[src/rtl/vedic_mac_acc.sv]
// Streaming multiply-accumulate wrapper for a combinational 8x8 multiplier:
// registers operands, captures products, sums a frame and returns one result per frame.
module vedic_mac_acc #(
    parameter int ACC_W = 24,
    parameter int CNT_W = 8
) (
    input  logic             clk,
    input  logic             rst_n,
    input  logic             in_valid,
    output logic             in_ready,
    input  logic [7:0]       in_a,
    input  logic [7:0]       in_b,
    input  logic             in_last,
    output logic [7:0]       mul_a,
    output logic [7:0]       mul_b,
    input  logic [15:0]      mul_y,
    output logic             res_valid,
    input  logic             res_ready,
    output logic [ACC_W-1:0] res_data,
    output logic [CNT_W-1:0] res_cnt,
    output logic             res_ovf
);

    typedef enum logic [1:0] {ACC, DRAIN, HOLD} state_e;

    state_e           state_q, state_d;
    logic [7:0]       mul_a_q, mul_a_d;
    logic [7:0]       mul_b_q, mul_b_d;
    logic [2:1]       vld_pipe_q, vld_pipe_d;
    logic [2:1]       lst_pipe_q, lst_pipe_d;
    logic [15:0]      prod_q, prod_d;
    logic [ACC_W-1:0] acc_q, acc_d;
    logic [CNT_W-1:0] cnt_q, cnt_d;
    logic             ovf_q, ovf_d;
    logic             res_valid_q, res_valid_d;
    logic [ACC_W-1:0] res_data_q, res_data_d;
    logic [CNT_W-1:0] res_cnt_q, res_cnt_d;
    logic             res_ovf_q, res_ovf_d;

    logic             hs;
    logic             frame_end;
    logic [ACC_W:0]   sum;
    logic [CNT_W-1:0] cnt_inc;

    assign in_ready  = (state_q == ACC);
    assign hs        = in_valid & in_ready;
    assign frame_end = vld_pipe_q[2] & lst_pipe_q[2];
    // extra MSB of sum is the carry out of the accumulator
    assign sum       = {1'b0, acc_q} + (ACC_W+1)'(prod_q);
    assign cnt_inc   = cnt_q + CNT_W'(1);

    always_ff @(posedge clk) begin
        if (!rst_n) begin
            state_q     <= ACC;
            mul_a_q     <= '0;
            mul_b_q     <= '0;
            vld_pipe_q  <= '0;
            lst_pipe_q  <= '0;
            prod_q      <= '0;
            acc_q       <= '0;
            cnt_q       <= '0;
            ovf_q       <= 1'b0;
            res_valid_q <= 1'b0;
            res_data_q  <= '0;
            res_cnt_q   <= '0;
            res_ovf_q   <= 1'b0;
        end else begin
            state_q     <= state_d;
            mul_a_q     <= mul_a_d;
            mul_b_q     <= mul_b_d;
            vld_pipe_q  <= vld_pipe_d;
            lst_pipe_q  <= lst_pipe_d;
            prod_q      <= prod_d;
            acc_q       <= acc_d;
            cnt_q       <= cnt_d;
            ovf_q       <= ovf_d;
            res_valid_q <= res_valid_d;
            res_data_q  <= res_data_d;
            res_cnt_q   <= res_cnt_d;
            res_ovf_q   <= res_ovf_d;
        end
    end

    always_comb begin
        state_d = state_q;
        case (state_q)
            ACC:     if (hs && in_last) state_d = DRAIN;
            DRAIN:   if (frame_end) state_d = HOLD;
            HOLD:    if (res_valid_q && res_ready) state_d = ACC;
            default: state_d = ACC;
        endcase
    end

    always_comb begin
        mul_a_d     = mul_a_q;
        mul_b_d     = mul_b_q;
        prod_d      = prod_q;
        acc_d       = acc_q;
        cnt_d       = cnt_q;
        ovf_d       = ovf_q;
        res_valid_d = res_valid_q;
        res_data_d  = res_data_q;
        res_cnt_d   = res_cnt_q;
        res_ovf_d   = res_ovf_q;
        vld_pipe_d  = {vld_pipe_q[1], hs};
        lst_pipe_d  = {lst_pipe_q[1], hs & in_last};

        if (hs) begin
            mul_a_d = in_a;
            mul_b_d = in_b;
        end
        if (vld_pipe_q[1]) prod_d = mul_y;

        if (vld_pipe_q[2]) begin
            if (lst_pipe_q[2]) begin
                res_data_d  = sum[ACC_W-1:0];
                res_cnt_d   = cnt_inc;
                res_ovf_d   = ovf_q | sum[ACC_W];
                res_valid_d = 1'b1;
                acc_d       = '0;
                cnt_d       = '0;
                ovf_d       = 1'b0;
            end else begin
                acc_d = sum[ACC_W-1:0];
                cnt_d = cnt_inc;
                ovf_d = ovf_q | sum[ACC_W];
            end
        end

        if (state_q == HOLD && res_valid_q && res_ready) res_valid_d = 1'b0;
    end

    assign mul_a     = mul_a_q;
    assign mul_b     = mul_b_q;
    assign res_valid = res_valid_q;
    assign res_data  = res_data_q;
    assign res_cnt   = res_cnt_q;
    assign res_ovf   = res_ovf_q;

endmodule

[config.mk]
export PLATFORM = sky130hd
export DESIGN_NAME = vedic_mac_acc
export DESIGN_NICKNAME = d
export VERILOG_FILES = /design/src/rtl/vedic_mac_acc.sv
export SDC_FILE = /design/constraint.sdc
export NUM_CORES = 1
export LEC_CHECK = 0
export ABC_AREA = 1
export CORE_ASPECT_RATIO = 1.4
export CORE_MARGIN = 2
export CORE_UTILIZATION = 45
export CTS_CLUSTER_SIZE = 25
export DETAILED_ROUTE_END_ITERATION = 8
export PLACE_DENSITY = 0.8
export SLEW_MARGIN = 30
export SYNTH_ARGS = -nofsm -noshare
export SYNTH_HDL_FRONTEND = slang
export SYNTH_SLANG_ARGS = --single-unit
[constraint.sdc]
create_clock -name clk -period 5.19 [get_ports clk]
set_clock_uncertainty 0.05 [all_clocks]
set_input_delay 0.519 -clock clk [delete_from_list [all_inputs] [get_ports clk]]
set_output_delay 0.519 -clock clk [all_outputs]
set_load 0.01 [all_outputs]
# ---- Word-level counts from Yosys, hierarchy flattened
# Index checks and enable logic that the tools add are counted.
dict set report op_classes {
  n_eq_ne 5
  reduce_logical 8
  muxes 7
  bitwise 5
  add_sub_neg 2
}
# cell n
set op_table {}
lappend op_table {{$add 24x16->25} 1}
lappend op_table {{$mux 24} 1}
lappend op_table {{$add 8x1->8 const B} 1}
lappend op_table {{$mux 8} 1}
lappend op_table {{$mux 2} 3}
lappend op_table {{$pmux 2 s3} 1}
lappend op_table {{$logic_and 1x1->1} 4}
lappend op_table {{$ne 2x2->1 const B} 2}
lappend op_table {{$and 1x1->1} 3}
lappend op_table {{$reduce_and 3->1} 1}
lappend op_table {{$eq 2x1->1 const B} 1}
lappend op_table {{$eq 2x2->1 const B} 1}
lappend op_table {{$logic_not 2->1} 1}
lappend op_table {{$ne 2x1->1 const B} 1}
lappend op_table {{$reduce_and 2->1} 1}
lappend op_table {{$reduce_or 2->1} 1}
lappend op_table {{$mux 1} 1}
lappend op_table {{$not 1->1} 1}
lappend op_table {{$or 1x1->1} 1}
dict set report totals {
  wordCells 40
  input_bits 37
  regBits 105
  out_inout_bits 51
}

# ---- Longest topological paths before layout
dict set report depth {
  ltp_word 5
  mapped_depth 13
  depth_no_buf 13
}

# ---- Worst setup path before layout
# OpenSTA, ideal clock, no wires.
dict set report synth_timing {
  path_type {reg-to-reg}
  startpoint {register prod_q[0]}
  endpoint {register ovf_q}
  period_less_slack_ns 1.794
  path_buffers 0
  arrival_time_ns 1.688
  slack_ns 3.396
  setup_time_ns 0.056
  stages_incl_launch_ff 13
  required_ns 5.084
  path_cell_list {dfxtp_1 -> ha_1 -> inv_1 -> fa_1 -> nor2_1 -> o21ai_1 -> nand2_1 -> nand2_1 -> nand2_2 -> nand2_2 -> o21ai_2 -> nand3_1 -> inv_1}
}
dict set report synth_between {
  elab_chain_cells 3
}
# item line
set synth_lines {}
lappend synth_lines {{start, declared} 31} ;# logic [15:0] prod_q, prod_d;
lappend synth_lines {{start signal, assigned} 73} ;# prod_q <= prod_d;
lappend synth_lines {{$add 24x16->25} 49} ;# assign sum = {1'b0, acc_q} + (ACC_W+1)'(prod_q);
lappend synth_lines {{$or 1x1->1} 126} ;# ovf_d = ovf_q | sum[ACC_W];
lappend synth_lines {{$mux 1} 115} ;# if (lst_pipe_q[2]) begin
lappend synth_lines {{end signal, assigned} 76} ;# ovf_q <= ovf_d;
lappend synth_lines {{end, declared} 34} ;# logic ovf_q, ovf_d;
# No other way between the ends.
# A chain may end at the register's enable or synchronous reset.

==> impl_metrics.json <==
{
  "r2r-start": "acc_q[0]",
  "drcViolationCount": 0,
  "period_minus_slack_ns": 2.60,
  "power_density_mw_per_mm2": 278,
  "cts_root_buf": "clkbuf_16",
  "port_buffers": 87,
  "design_area_mm2": 0.00637,
  "ys_ff_latch": 105,
  "seq_power_share_pct": 47.7,
  "fin_tns_setup_ns": 0,
  "p_total_mw": 1.77,
  "grt_pass1_vias": 4582,
  "comb_power_share_pct": 9.2,
  "via_per_inst": 5.03,
  "rsz0062_at_grt": "false",
  "synthFlopType": "dfxtp_1",
  "crit_start": "rst_n",
  "core_area_mm2": 0.0109,
  "postRouteWirelength_um": 12700,
  "pin_count": 88,
  "nNetsFinal": 865,
  "rrSetupSlack_ns": 3.03,
  "min_path_cells": 2,
  "maxSlewHeadroom_pct": 49.8,
  "startpoint_type": "primary input",
  "rr_endpoint": "ovf_q",
  "drive_gt1_share_pct": 6.26,
  "hold_end": "lst_pipe_q[2]",
  "p_int_mw": 1.34,
  "clk_pin_slew_ns": 0.08,
  "syn_area_per_cell_um2": 6.91,
  "ys_seq_area_share_pct": 41.7,
  "holdCritStartpoint": "lst_pipe_q[1]",
  "finalHoldViolations": 0,
  "ctsLongestPathBuffers": 2,
  "rr_worst_depth": 12,
  "drv_cap": 0,
  "min_path_type": "reg2reg",
  "wl_per_cell_um": 13.2,
  "die_w_um": 93.5,
  "overflow": 0,
  "setup_ws_ns": 2.59,
  "required_ns": 5.42,
  "clockPowerShare_pct": 43.1,
  "clk_latency_ns": 0.36,
  "cts_sinks": 105,
  "worst_pin_slew_ns": 0.752,
  "die_y_um": 129,
  "final-setup-viol-count": 0,
  "place_inst": 940,
  "track_usage_pct": 21.8,
  "crit_path_end_kind": "flip-flop",
  "drv_slew": 0,
  "ys_types": 34,
  "route.vias.total": 4811,
  "period_share_pct": 50.1,
  "rows": 45,
  "placed_cell_area_mm2": 0.00603,
  "post-dp-hpwl_um": 9060,
  "p_switching_uw": 435,
  "antenna_found_initial": 0,
  "drtIter0Drc": 232,
  "crit_path_max_fanout": 38,
  "cts_tree": "built",
  "critPathArrivalTime_ns": 2.83,
  "grt_pass1_wl_um": 20700,
  "syn_to_final_growth_pct": 26.3,
  "postSynth.asyncResetShare_pct": 0,
  "place_congestion": 0.988,
  "ant_nets": 0,
  "ys_warn_count": 0,
  "synth-edff-count": 0,
  "cts-resized-gates": 0,
  "num_antenna_cells": 0,
  "start_util_pct": 46.4,
  "finalNonFillerCells": 956,
  "synth_area_mm2": 0.00505,
  "synthCells": 730,
  "sw_frac_of_total_pct": 24.5,
  "p_leak_nw": 2.82,
  "grt_start_max_net_pins": 39,
  "path_class": "in2reg",
  "peakVddDrop_mv": 0.291,
  "status": "complete, no violations",
  "hold_buffers": 0,
  "cts_made_buffers": 9,
  "htreeDepth": 3,
  "postCtsSetupBuffers": 0,
  "fmax_mhz": 385,
  "firstDrtPassIters": 5,
  "synth.net_count": 785,
  "place_ws_ns": 2.05,
  "die_area_mm2": 0.0121
}
## Yosys cell counts (all sizes together) (9+ instances only)
library cell  count  area, µm²
a22o             11       96.3
inv              78        293
ha               17        213
nand3            41        210
buf              10       47.6
nand2           226        873
xor2              9       78.8
dfxtp           105       2100
a21oi            44        224
nor2            102        410
o21ai            42        214
clkbuf           11       41.3
## layout by cell type, fill, tap and decap left out, types with 2 or more instances in the layout
cell type,synthesis,final
buf_4,0,3
nand3_1,40,40
clkdlybuf4s50_1,0,87
nand2_1,216,216
xor2_1,9,9
or2_2,5,5
nor3_1,3,3
bufinv_16,0,2
nand4_1,8,8
nor2_2,8,8
or2_1,3,3
nor2_4,1,2
a22o_1,11,11
a21oi_1,43,43
xnor2_1,4,4
inv_6,0,2
ha_1,17,17
nand3b_1,4,4
clkbuf_16,0,9
o21ai_0,40,40
nand2_2,10,10
inv_2,3,3
nor2_1,93,92
dfxtp_1,105,105
inv_1,75,75
## layout make-up
cell class | instances | area (µm²)
fill | 992 | 4490
multi-input combinational | 525 | 2570
sequential | 105 | 2100
timing repair buffer | 90 | 893
inverter | 79 | 297
clock buffer | 9 | 225
tap | 141 | 176
clock inverter | 7 | 113
## power by group through the flow
stage | registers (mW) | clock network [mW] | logic [mW]
2_1_floorplan | 0.865 | 0 | 0.0851
3_3_place_gp | 0.864 | 0 | 0.161
3_5_place_dp | 0.864 | 0 | 0.163
4_1_cts | 0.846 | 0.771 | 0.164
5_1_grt | 0.849 | 0.808 | 0.181
6_report | 0.846 | 0.764 | 0.163
## layer usage
metal	vias up	global-route usage [%]	part of all wire (%)
li1	2470	-	-
met1	2155	23.6	39
met2	143	38.3	50
met3	43	4.36	5.1
met4	0	14.4	5.5
met5	-	0	0
## per-stage QoR
step / utilization, % / hold WS (ns)
after floorplan: - / 0.340
after global placement: 55.5 / 0.344
after detailed placement: 55.5 / 0.354
after CTS: 58.6 / 0.374
after global routing: 58.6 / 0.415
final: 58.6 / 0.369
## worst max-delay path by stage
| stage | end | depth (start not counted) | slack, ns |
|---|---|---|---|
| 3_5_place_dp | res_data[14] | 6 | 2.05 |
| 5_1_grt | res_cnt[6] | 6 | 2.37 |
| 4_1_cts | res_data[14] | 6 | 2.41 |
| 3_3_place_gp | res_data[14] | 6 | 2.09 |
| 2_1_floorplan | ovf_q | 12 | 3.40 |
| 6_report | res_cnt[6] | 6 | 2.59 |
## kinds of logic (layout without fill, tap and decap cells)
family	after synthesis	after routing	share of synthesized area, %
buffers and inverters	100	185	7.64
adders and majority gates	18	18	4.61
DFF	105	105	41.7
AOI/OAI and AO/OA	100	100	11.0
and+or+nand+nor	394	394	32.8
xor gates and xnor gates	13	13	2.26
## worst max-delay path, stage by stage
cell and delay [ns]:
clkdlybuf4s50_1 0.45, buf_4 0.30, inv_2 0.37, nor2_4 0.65, inv_1 0.26, o21ai_0 0.26
## flip-flops by register name, indices dropped and copies added, names as in the netlist, 2 cells and up
| name | count |
|---|---|
| acc_q | 24 |
| res_cnt | 8 |
| lst_pipe_q | 2 |
| vld_pipe_q | 2 |
| cnt_q | 8 |
| res_data | 24 |
| prod_q | 16 |
| mul_b | 8 |
| mul_a | 8 |
| state_q | 2 |
No activity file was read; power rests on OpenSTA's default activity.
